==> src/rtl/div_32_seq_if.sv <==
// Start/done handshake and operand/result bus for the sequential divider.
// The control sequencer drives through master and the divider sits on slave.
interface div_32_seq_if #(
   parameter int WIDTH = 32
);
   logic             start;
   logic [WIDTH-1:0] dividend;
   logic [WIDTH-1:0] divisor;
   logic             busy;
   logic             done;
   logic [WIDTH-1:0] quotient;
   logic [WIDTH-1:0] remainder;
   logic             div_by_zero;

   modport master (
      output start, dividend, divisor,
      input  busy, done, quotient, remainder, div_by_zero
   );

   modport slave (
      input  start, dividend, divisor,
      output busy, done, quotient, remainder, div_by_zero
   );
endinterface

==> src/rtl/div_32_seq.sv <==
// Multi-cycle signed divider using a radix-2 restoring engine.
// Quotient goes to Z low / LO and remainder goes to Z high / HI; the sequencer stalls until done.
//
// state | meaning
// IDLE  | waiting for start; operand signs and magnitudes are captured on accept
// CALC  | one restoring iteration per clock, WIDTH iterations in total
// FIX   | applies the signs to the results and registers the outputs
// DONE  | done is high for one cycle, then the machine returns to IDLE
module div_32_seq #(
   parameter int WIDTH = 32
) (
   input  logic        Clock,
   input  logic        clear,
   div_32_seq_if.slave bus
);
   localparam int CW = $clog2(WIDTH + 1);

   typedef enum logic [1:0] {
      IDLE = 2'd0,
      CALC = 2'd1,
      FIX  = 2'd2,
      DONE = 2'd3
   } state_t;

   state_t           state;
   logic [CW-1:0]    count;
   logic [WIDTH:0]   acc;
   logic [WIDTH-1:0] quo_sr;
   logic [WIDTH-1:0] mag_m;
   logic             sign_q;
   logic             sign_r;
   logic             zero_div;

   logic             busy_r;
   logic             done_r;
   logic             dbz_r;
   logic [WIDTH-1:0] quot_r;
   logic [WIDTH-1:0] rem_r;

   logic [WIDTH-1:0] mag_dividend;
   logic [WIDTH-1:0] mag_divisor;
   logic [WIDTH+1:0] acc_sh;
   logic [WIDTH+1:0] trial;

   // Magnitudes are unsigned, so the most negative operand maps cleanly to 2^(WIDTH-1).
   always_comb begin
      mag_dividend = bus.dividend[WIDTH-1] ? (~bus.dividend + 1'b1) : bus.dividend;
      mag_divisor  = bus.divisor[WIDTH-1]  ? (~bus.divisor + 1'b1)  : bus.divisor;
      acc_sh       = {acc, quo_sr[WIDTH-1]};
      trial        = acc_sh - {2'b00, mag_m};
   end

   always_ff @(posedge Clock or negedge clear) begin
      if (!clear) begin
         state    <= IDLE;
         count    <= '0;
         acc      <= '0;
         quo_sr   <= '0;
         mag_m    <= '0;
         sign_q   <= 1'b0;
         sign_r   <= 1'b0;
         zero_div <= 1'b0;
         busy_r   <= 1'b0;
         done_r   <= 1'b0;
         dbz_r    <= 1'b0;
         quot_r   <= '0;
         rem_r    <= '0;
      end else begin
         case (state)
            IDLE: begin
               if (bus.start) begin
                  sign_q   <= bus.dividend[WIDTH-1] ^ bus.divisor[WIDTH-1];
                  sign_r   <= bus.dividend[WIDTH-1];
                  zero_div <= (bus.divisor == '0);
                  quo_sr   <= mag_dividend;
                  mag_m    <= mag_divisor;
                  acc      <= '0;
                  count    <= '0;
                  busy_r   <= 1'b1;
                  state    <= CALC;
               end
            end
            CALC: begin
               // Partial remainder stays below 2*M, so the top bit of trial is a valid sign.
               if (!trial[WIDTH+1]) begin
                  acc    <= trial[WIDTH:0];
                  quo_sr <= {quo_sr[WIDTH-2:0], 1'b1};
               end else begin
                  acc    <= acc_sh[WIDTH:0];
                  quo_sr <= {quo_sr[WIDTH-2:0], 1'b0};
               end
               count <= count + 1'b1;
               if (count == CW'(WIDTH - 1)) begin
                  state <= FIX;
               end
            end
            FIX: begin
               // A zero divisor leaves |dividend| in A, so the remainder returns the dividend as-is.
               if (zero_div) begin
                  quot_r <= '1;
               end else begin
                  quot_r <= sign_q ? (~quo_sr + 1'b1) : quo_sr;
               end
               rem_r  <= sign_r ? (~acc[WIDTH-1:0] + 1'b1) : acc[WIDTH-1:0];
               dbz_r  <= zero_div;
               busy_r <= 1'b0;
               done_r <= 1'b1;
               state  <= DONE;
            end
            DONE: begin
               done_r <= 1'b0;
               state  <= IDLE;
            end
            default: begin
               state <= IDLE;
            end
         endcase
      end
   end

   assign bus.busy        = busy_r;
   assign bus.done        = done_r;
   assign bus.quotient    = quot_r;
   assign bus.remainder   = rem_r;
   assign bus.div_by_zero = dbz_r;

endmodule

==> src/flat_wrapper.sv <==
// flat-port wrapper written by rule: the top's interface ports become plain ports
module div_32_seq_flat 
#(
   parameter int WIDTH = 32
)
  (Clock, clear, bus_start, bus_dividend, bus_divisor, bus_busy, bus_done, bus_quotient, bus_remainder, bus_div_by_zero);
  div_32_seq_if #(.WIDTH(WIDTH)) bus_i ();
  input  logic Clock;
  input  logic clear;
  input wire logic [$bits(bus_i.start)-1:0] bus_start;
  input wire logic [$bits(bus_i.dividend)-1:0] bus_dividend;
  input wire logic [$bits(bus_i.divisor)-1:0] bus_divisor;
  output wire logic [$bits(bus_i.busy)-1:0] bus_busy;
  output wire logic [$bits(bus_i.done)-1:0] bus_done;
  output wire logic [$bits(bus_i.quotient)-1:0] bus_quotient;
  output wire logic [$bits(bus_i.remainder)-1:0] bus_remainder;
  output wire logic [$bits(bus_i.div_by_zero)-1:0] bus_div_by_zero;
  assign bus_i.start = bus_start;
  assign bus_i.dividend = bus_dividend;
  assign bus_i.divisor = bus_divisor;
  assign bus_busy = bus_i.busy;
  assign bus_done = bus_i.done;
  assign bus_quotient = bus_i.quotient;
  assign bus_remainder = bus_i.remainder;
  assign bus_div_by_zero = bus_i.div_by_zero;
  div_32_seq #(.WIDTH(WIDTH)) u_core (.Clock(Clock), .clear(clear), .bus(bus_i));
endmodule
==> config.mk <==
export PLATFORM = sky130hd
export DESIGN_NAME = div_32_seq_flat
export DESIGN_NICKNAME = d
export VERILOG_FILES = /design/src/rtl/div_32_seq_if.sv /design/src/rtl/div_32_seq.sv /design/src/flat_wrapper.sv
export SDC_FILE = /design/constraint.sdc
export NUM_CORES = 1
export LEC_CHECK = 0
export CORE_ASPECT_RATIO = 2
export CORE_UTILIZATION = 35
export CTS_CLUSTER_SIZE = 16
export DETAILED_ROUTE_END_ITERATION = 6
export HOLD_SLACK_MARGIN = 0.06
export SYNTH_ARGS = -nofsm -noshare
export SYNTH_HDL_FRONTEND = slang
export SYNTH_SLANG_ARGS = --single-unit
==> constraint.sdc <==
create_clock -name Clock -period 4.6 [get_ports Clock]
set_clock_uncertainty 0.1 [all_clocks]
set_input_delay 1.38 -clock Clock [delete_from_list [all_inputs] [get_ports Clock]]
set_output_delay 1.38 -clock Clock [all_outputs]
set_load 0.005 [all_outputs]
==> results.sh <==
export IMPL_status="finished, final reports clean"
export IMPL_critPathMaxStageDelay_ns=0.53
export IMPL_report_final_slew_viol_count=0
export IMPL_ir_drop_v=0.000376
export IMPL_dieArea_um2=33700
export IMPL_ctsHoldBuffers=0
export IMPL_ctsResizeCount=0
export IMPL_worstPathMaxFanout=4
export IMPL_cp_cell_sequence="clkdlybuf4s50_1, or4_4, or4_4, or4_4, or4_4, o41ai_2, xor2_1, o21ai_1"
export IMPL_rows=93
export IMPL_clk_latency_ns=0.46
export IMPL_final_hold_viol_count=0
export IMPL_avgSynthCellArea_um2=8.32
export IMPL_min_period_ns=4.09
export IMPL_setup_viol=0
export IMPL_grt_usage=0.201
export IMPL_vias=10200
export IMPL_ant_nets=0
export IMPL_p_leak_nw=5.93
export IMPL_final_layout_size_suffix_gt1_frac=0.0624
export IMPL_grt_pass1_vias=10200
export IMPL_io_pins=134
export IMPL_synth_area_top_cells="dfrtp_1 38%, xor2_1 8.2%, nand2_1 5.8%"
export IMPL_core_area_um2=32300
export IMPL_drt_vias_per_instance=5.29
export IMPL_multi_input_area_um2=6660
export IMPL_synth_main_ff_cell="dfrtp_1"
export IMPL_cts_setup_buffers=0
export IMPL_syn_num_nets=1495
export IMPL_cts_buffers=17
export IMPL_yosysMostFrequentCell="nand2_1"
export IMPL_slowest_stage="or4_4"
export IMPL_hp_class="flip-flop to flip-flop"
export IMPL_htree_levels=4
export IMPL_power_density_nw_per_um2=767
export IMPL_post_place_cells=1901
export IMPL_ys_types=63
export IMPL_start_util=0.357
export IMPL_seqCellArea_um2=4380
export IMPL_fin_cells=1934
export IMPL_num_fill_cells=3304
export IMPL_dieWidth_um=130
export IMPL_yosys_area_top_type="dfrtp_1"
export IMPL_fin_nets=1602
export IMPL_place_gp_congestion=0.918
export IMPL_setup_tns_ns=0
export IMPL_netlist_instances=1386
export IMPL_seq_area_frac_synth=0.380
export IMPL_grt_max_degree=67
export IMPL_syn_area_um2=11500
export IMPL_crit_type="input pin to flip-flop"
export IMPL_cts_tree="done"
export IMPL_worst_pin_slew_ns=1.02
export IMPL_cts_sinks=175
export IMPL_end_kind="flip-flop"
export IMPL_synth_seq_cells=175
export IMPL_synth_common_cells="179 x nand2_1, 175 x dfrtp_1, 132 x nor2_1"
export IMPL_drc=0
export IMPL_cts_buffer_depth=2
export IMPL_root_buffer="clkbuf_16"
export IMPL_syn_to_final_growth_pct=21.7
export IMPL_die_y_um=259
export IMPL_arrival_ns=4.30
export IMPL_async_flop_share=1.00
export IMPL_slew_headroom=0.312
export IMPL_required_ns=4.81
export IMPL_grt_pass1_wl_um=52400
export IMPL_first_iter_violations=417
export IMPL_yosys_area_top_type_share=0.380
export IMPL_period_share=0.890
export IMPL_synth_edf_count=0
export IMPL_antenna_found_initial=1
export IMPL_placement_io_buffers=133
export IMPL_cts_clk_slew_worst_paths_ns=0.07
export IMPL_grt_overflow=0
export IMPL_clock_fmax_mhz=244
export IMPL_rsz0062_at_grt="no"
export IMPL_cp_start_kind="input pin"
export IMPL_ys_warn_count=0
export IMPL_fin_util=0.434
export IMPL_drt_pre_antenna_iters=4
export IMPL_cp_common_cell="or4_4"
export IMPL_routedWlPerCell_um=17.0
export IMPL_wl_um=32900
export IMPL_hpwl_um=25800
export IMPL_cap_violations=0
area by class of cell:
type,instances,share of cell area
Timing Repair Buffer,165,0.116
Tap cell,427,0.0381
Clock buffer,18,0.0306
Sequential cell,175,0.312
Inverter,60,0.0161
Multi-Input combinational cell,1074,0.475
Antenna cell,1,0.000178
Clock inverter,14,0.0128
report_power, final:
part           leakage [nW]  total [mW]  switching [mW]  internal, mW
Sequential             2.12        3.01           0.751          2.26
Combinational          3.52        6.22            3.50          2.72
Clock                 0.289        1.53           0.663         0.864
logic make-up (layout without fill, tap and decap cells):
logic type      count (synthesis)  after routing  share of synthesized area
flops                         175            175                      0.380
compound gates                422            422                      0.228
simple gates                  449            449                      0.177
mux                            13             13                     0.0120
buf+inv                       137            257                     0.0447
other cells                     0              1                          0
xor+xnor                      148            148                      0.112
fa+ha+maj                      42             42                     0.0462
layout by cell type (no fill, tap or decap), types with 28 or more instances in the layout:
cell             Yosys  layout
nand2_1            179     178
dfrtp_1            175     175
nor2_1             132     132
clkdlybuf4s50_1      0     132
o21ai_0            130     129
a21oi_1            127     127
xor2_1             108     108
inv_1               60      60
xnor2_1             40      40
ha_1                41      39
o31ai_1             36      36
buf_4                0      28
state kept, by name (all words and copies together), names as in the netlist:
signal,count
u_core.bus.div_by_zero,1
u_core.state,2
u_core.sign_r,1
u_core.sign_q,1
u_core.quo_sr,32
u_core.acc,33
u_core.bus.remainder,32
u_core.bus.done,1
u_core.bus.quotient,32
u_core.count,6
u_core.mag_m,32
u_core.bus.busy,1
u_core.zero_div,1
through the flow:
| stage | hold slack, ns | setup WS, ns | power (mW) | cell area [um^2] |
|---|---|---|---|---|
| finish | 0.376 | 0.508 | 10.8 | 14000 |
| global route | 0.398 | 0.413 | 11.7 | 14000 |
| floorplan | 0.350 | 0.605 | 7.14 | 11500 |
| detailed placement | 0.371 | 0.0352 | 9.27 | 13400 |
| global placement | 0.362 | 0.0501 | 9.18 | 13400 |
| CTS | 0.387 | 0.518 | 10.8 | 14000 |
layer usage:
metal,part of all wire,vias to the layer above,global-route usage
met3,0.024,58,0.0227
li1,-,5140,-
met2,0.58,197,0.406
met1,0.36,4843,0.197
met5,0,-,0
met4,0.033,0,0.0884
worst max-delay path: cells and delay by family:
family                    cells  cell delay (ns)
and+or+nand+nor               4             1.99
AOI/OAI and AO/OA             2             0.31
buffers and inverters         1             0.44
xor gates and xnor gates      1             0.18
worst paths after layout:
path                                          startpoint                                  end  slack, ns  cells past startpoint
max                                       bus_divisor[9]         u_core.mag_m[27]$_DFFE_PN0P_       0.51                      8
min                         u_core.mag_m[11]$_DFFE_PN0P_         u_core.mag_m[11]$_DFFE_PN0P_       0.38                      2
max reg2reg                u_core.quo_sr[31]$_DFFE_PN0P_           u_core.acc[32]$_DFFE_PN0P_       0.75                     12
min reg2reg                 u_core.mag_m[11]$_DFFE_PN0P_         u_core.mag_m[11]$_DFFE_PN0P_       0.38                      2
max in group asynchronous                          clear   u_core.bus.quotient[7]$_DFFE_PN0P_       2.89                      2
min in group asynchronous                          clear  u_core.bus.quotient[27]$_DFFE_PN0P_       0.78                      1
(Power assumes the default switching activity.)
